<file path="src/rtl/mem_sp_stream_reader.sv">
// Read sequencer for the single-ported coefficient RAM: issues LEN wrapped reads
// from BASE and streams the words out through a 2-entry first-word-fall-through skid FIFO.
module mem_sp_stream_reader #(
    parameter int unsigned WIDTH = 8,
    parameter int unsigned DEPTH = 64,
    localparam int unsigned AW = (DEPTH > 1) ? $clog2(DEPTH) : 1
) (
    input  logic             clk,
    input  logic             rst,
    input  logic             start,
    input  logic [AW-1:0]    base,
    input  logic [AW:0]      len,
    output logic             busy,
    output logic             done,
    output logic             mem_en,
    output logic             mem_we,
    output logic [AW-1:0]    mem_addr,
    input  logic [WIDTH-1:0] mem_do,
    output logic [WIDTH-1:0] out_data,
    output logic             out_valid,
    input  logic             out_ready
);

    typedef enum logic [1:0] {
        IDLE = 2'd0,
        RUN  = 2'd1,
        FIN  = 2'd2
    } state_t;

    state_t           state, state_nx;
    logic [AW-1:0]    addr, addr_nx;
    logic [AW:0]      remaining, remaining_nx;
    logic [AW:0]      sent, sent_nx;
    logic [AW:0]      len_q, len_nx;
    logic             inflight;
    logic             issue;
    logic             push;
    logic             pop;
    logic [2:0]       occ;

    logic [WIDTH-1:0] fifo_mem [2];
    logic             wr_ptr;
    logic             rd_ptr;
    logic [1:0]       fifo_count;

    // Modulo-DEPTH increment, correct for non-power-of-two depths
    function automatic logic [AW-1:0] addr_inc(input logic [AW-1:0] a);
        if (a == AW'(DEPTH - 1)) begin
            return '0;
        end
        return a + AW'(1);
    endfunction

    assign pop       = out_valid && out_ready;
    assign push      = inflight;
    assign occ       = 3'(fifo_count) + 3'(inflight);
    assign out_valid = (fifo_count != 2'd0);
    assign out_data  = fifo_mem[rd_ptr];
    assign mem_en    = issue;
    assign mem_we    = 1'b0;
    assign mem_addr  = addr;
    assign busy      = (state != IDLE);
    assign done      = (state == FIN);

    // State and transfer bookkeeping registers
    always_ff @(posedge clk) begin
        if (rst) begin
            state     <= IDLE;
            addr      <= '0;
            remaining <= '0;
            sent      <= '0;
            len_q     <= '0;
            inflight  <= 1'b0;
        end else begin
            state     <= state_nx;
            addr      <= addr_nx;
            remaining <= remaining_nx;
            sent      <= sent_nx;
            len_q     <= len_nx;
            inflight  <= issue;
        end
    end

    // Next-state logic; a read goes out only if it still fits after this cycle's pop
    always_comb begin
        state_nx     = state;
        addr_nx      = addr;
        remaining_nx = remaining;
        sent_nx      = sent;
        len_nx       = len_q;
        issue        = 1'b0;
        case (state)
            IDLE: begin
                if (start) begin
                    addr_nx      = base;
                    remaining_nx = len;
                    len_nx       = len;
                    sent_nx      = '0;
                    state_nx     = (len == '0) ? FIN : RUN;
                end
            end
            RUN: begin
                if ((remaining != '0) && ((occ - 3'(pop)) < 3'd2)) begin
                    issue        = 1'b1;
                    remaining_nx = remaining - (AW+1)'(1);
                    addr_nx      = addr_inc(addr);
                end
                if (pop) begin
                    sent_nx = sent + (AW+1)'(1);
                    if ((sent + (AW+1)'(1)) == len_q) begin
                        state_nx = FIN;
                    end
                end
            end
            FIN: begin
                state_nx = IDLE;
            end
            default: begin
                state_nx = IDLE;
            end
        endcase
    end

    // Skid FIFO: RAM word captured the cycle after its read was issued
    always_ff @(posedge clk) begin
        if (rst) begin
            wr_ptr      <= 1'b0;
            rd_ptr      <= 1'b0;
            fifo_count  <= 2'd0;
            fifo_mem[0] <= '0;
            fifo_mem[1] <= '0;
        end else begin
            if (push) begin
                fifo_mem[wr_ptr] <= mem_do;
                wr_ptr           <= ~wr_ptr;
            end
            if (pop) begin
                rd_ptr <= ~rd_ptr;
            end
            case ({push, pop})
                2'b10:   fifo_count <= fifo_count + 2'd1;
                2'b01:   fifo_count <= fifo_count - 2'd1;
                default: fifo_count <= fifo_count;
            endcase
        end
    end

    a_no_write: assert property (@(posedge clk) disable iff (rst) !mem_we);
    a_no_read_idle: assert property (@(posedge clk) disable iff (rst) !(mem_en && (state == IDLE)));
    a_no_overflow: assert property (@(posedge clk) disable iff (rst) !(push && (fifo_count == 2'd2)));

endmodule
</file>
<file path="config.mk">
export PLATFORM = sky130hd
export DESIGN_NAME = mem_sp_stream_reader
export DESIGN_NICKNAME = d
export VERILOG_FILES = /design/src/rtl/mem_sp_stream_reader.sv
export SDC_FILE = /design/constraint.sdc
export NUM_CORES = 1
export LEC_CHECK = 0
export CORE_MARGIN = 4
export CORE_UTILIZATION = 48
export DETAILED_ROUTE_END_ITERATION = 10
export PLACE_DENSITY = 0.83
export SYNTH_ARGS = -nofsm -noshare
export SYNTH_HDL_FRONTEND = slang
export SYNTH_SLANG_ARGS = --single-unit
</file>
<file path="constraint.sdc">
create_clock -name clk -period 2.29 [get_ports clk]
set_input_delay 0.3435 -clock clk [delete_from_list [all_inputs] [get_ports clk]]
set_output_delay 0.3435 -clock clk [all_outputs]
set_load 0.01 [all_outputs]
</file>
==> metrics <==
Die X-Extent 82.6 µm; Max Clk Rate 425 MHz; post-synthesis simple-gate area fraction 0.262; final setup violation count 2; CP max FO 2; die area 6820 µm²; Final Cell Area 3420 µm²; dominant synthesized flop cell dfxtp_1; crit share post-route 1.03; largest family of logic cells by synthesized area simple AND/OR/NAND/NOR gates; Critical-path top delay cell fa_1; Post-synth top cells 45 x nand2_1, 35 x dfxtp_1, 27 x a21oi_1; most common cell in the synthesized netlist nand2_1; Final Hold Fails 0; pwr/cell area 631 nW/µm²; # diodes 0; Final HPWL DP 4360 µm; via count 2,342; Arrival @ worst endpoint 2010 ps; post-DR wirelength/cell 13.7 µm; Clock Latency Late Sink 310 ps; root buffer cell clkbuf_8; first-pass GRT wire length 9920 µm; Pleak 1.31 nW; Nets 391; critical path's largest stage delay 480 ps; vias in the first global route 2,252; largest cells by area after synthesis dfxtp_1 26%, edfxtp_1 18%, nand2_1 6.3%; reg2reg end mem_addr[5]; post-synthesis register bit count 51; reg2reg setup slack 0 ps; worst hold slack 478 ps; Total GRT Usage 0.187; multiplexer share of the synthesized area 0.0337; antenna violations before repair 0; vias per cell 5.42; max-slew violations 0; crit start category register; post-synthesis adder-cell area fraction 0.0262; hold path start fifo_count[0]; Reg2Reg Depth 11; Die Y 82.6 µm; worst setup margin -60.2 ps; hold path cells 2; Post-Place Cells 422; min-delay worst type register to register; largest net degree at the start of global routing 24; relative slew slack 0.490; synth warn 0; Finished Layout Cells 432; Synth area leader dfxtp_1; DRC violations left 0; outcome finished with violations; kind of critical path register to output port; Mapped Cells 304; VDD IR max 0.396 mV; CTS Buffer Depth 2; CTS Buf Count 5; port bufs 42; worst r2r src fifo_count[0]; CP endpoint kind output port; CTS Hold Bufs 0; H-tree depth 2; post-synthesis compound-gate area fraction 0.152; fraction of registers with async set/reset 0; Crit path required time 1950 ps; syn nets 334; grt total ovfl 0; GPL Wtd Cong 0.840; initial core utilization 0.510; Syn Std Cell Area 2670 µm²; EDFF count, synth 16; Final ANT Viol Nets 0; top cell type's share of synthesized area 0.262; drt total wl 5930 µm; Post-Place Cell Area 3280 µm²; CTS tree done; num rows 26; Syn-to-layout area delta 28.1%; shortest period the worst path allows 2350 ps; Placeable Area 5240 µm²; Detailed Routing Iterations Pass 1 4; Cell variety after synth 51; register area share after synthesis 0.442; Starting DRT DRC Count 104; max cap viols 0; Fill cells 405; CP Cell Sequence inv_2, and3_4, a21o_1, nand2_1, fa_1, nand3b_1, a211oi_4, buf_2; Clock Pin Slew Worst Setup and Hold Paths 90 ps; RSZ-0062 raised after global routing true; post-synthesis xor/xnor area fraction 0.0459; Top Ports 44; worst-margin pin slew 763 ps; failing checks negative setup slack; layout cell share with drive strength beyond 1 0.155; Hold EP fifo_count[1]; Mapped Avg Cell Area 8.79 µm²; Final Skew 11.5 ps; clk sinks 51
==> cell usage in the layout, fill, tap and decap left out, drive strengths merged, types with 4 or more instances in the layout <==
cell | Yosys | final
nand2 | 45 | 45
clkdlybuf4s50 | 0 | 40
dfxtp | 35 | 35
a21oi | 27 | 27
nor2 | 26 | 26
buf | 6 | 22
and2 | 19 | 19
o21ai | 17 | 17
edfxtp | 16 | 16
inv | 10 | 11
nand3 | 10 | 10
mux2 | 8 | 8
xnor2 | 8 | 8
nor2b | 6 | 6
xor2 | 6 | 6
clkbuf | 7 | 5
or3 | 4 | 4
nor3 | 4 | 4
o31ai | 4 | 4
ha | 4 | 4
==> report_power, final <==
part / switching (W) / internal [W] / total [W] / leakage, nW
Combinational: 0.000239 / 0.000238 / 0.000477 / 0.805
Sequential: 0.0000527 / 0.000992 / 0.00104 / 0.453
Clock: 0.000308 / 0.000329 / 0.000638 / 0.0548
==> worst max-delay path: cells and delay by family (launching register included) <==
kind,cells,cell delay (ps)
compound gates,2,310
buf+inv,2,210
simple gates,3,360
flops,1,330
fa+ha+maj,1,480
==> through the flow <==
step / total power [W] / util / setup TNS (ps) / setup slack [ps]
after floorplan: 0.00132 / - / -59.5 / -59.5
after global placement: 0.00151 / 0.626 / -7480 / -705
after detailed placement: 0.00153 / 0.626 / -8240 / -729
after CTS: 0.00217 / 0.652 / -92.4 / -77.4
after global routing: 0.00227 / 0.653 / -1130 / -165
final: 0.00216 / 0.653 / -62.9 / -60.2
==> registers in the layout, indices dropped and copies added (netlist names), named ones only <==
name        flops
len_q           7
fifo_count      2
fifo_mem       16
inflight        1
remaining       7
wr_ptr          1
state           2
mem_addr        6
sent            7
rd_ptr          1
==> cell type report <==
cell class                 instances  area [µm²]  share of cell area
clock buffer                       5        68.8              0.0201
clock inverter                     3        46.3              0.0135
inverter                          10        37.5              0.0110
multi-input combinational        230        1420               0.415
sequential                        51        1190               0.347
tap                               70        87.6              0.0256
timing repair buffer              63         576               0.168
==> layer usage <==
metal  routed length (µm)  part of all wire  track usage
met5                    0                 0            0
met4                   72             0.012       0.0588
met3                  301             0.051       0.0445
met2                 2880              0.49        0.329
met1                 2670              0.45        0.224
==> kinds of logic (layout without fill, tap and decap cells) <==
logic type               count (synthesis)  count (layout)
AND/OR/NAND/NOR                        136             136
other                                    1               1
multiplexers                             8               8
adder cells (fa/ha/maj)                  5               5
AO/OA/AOI/OAI                           66              66
flip-flops                              51              51
buffers and inverters                   23              81
XOR/XNOR                                14              14
==> timing repair <==
action | CTS | global route
endpoints found under the setup margin | 14 | 14
resized for setup | 11 | 5
setup buffers | 2 | 0
pin swaps | 3 | 0
==> how the worst max path moves through the flow <==
stage	from	end	slack, ps	cells after the start
5_1_grt	fifo_count[0]	mem_en	-170	8
3_3_place_gp	out_ready	mem_en	-700	8
6_report	fifo_count[0]	mem_en	-60	8
3_5_place_dp	out_ready	mem_en	-730	8
2_1_floorplan	fifo_count[1]	mem_addr[5]	-60	9
4_1_cts	fifo_count[0]	mem_en	-80	8
(Power assumes the default switching activity.)
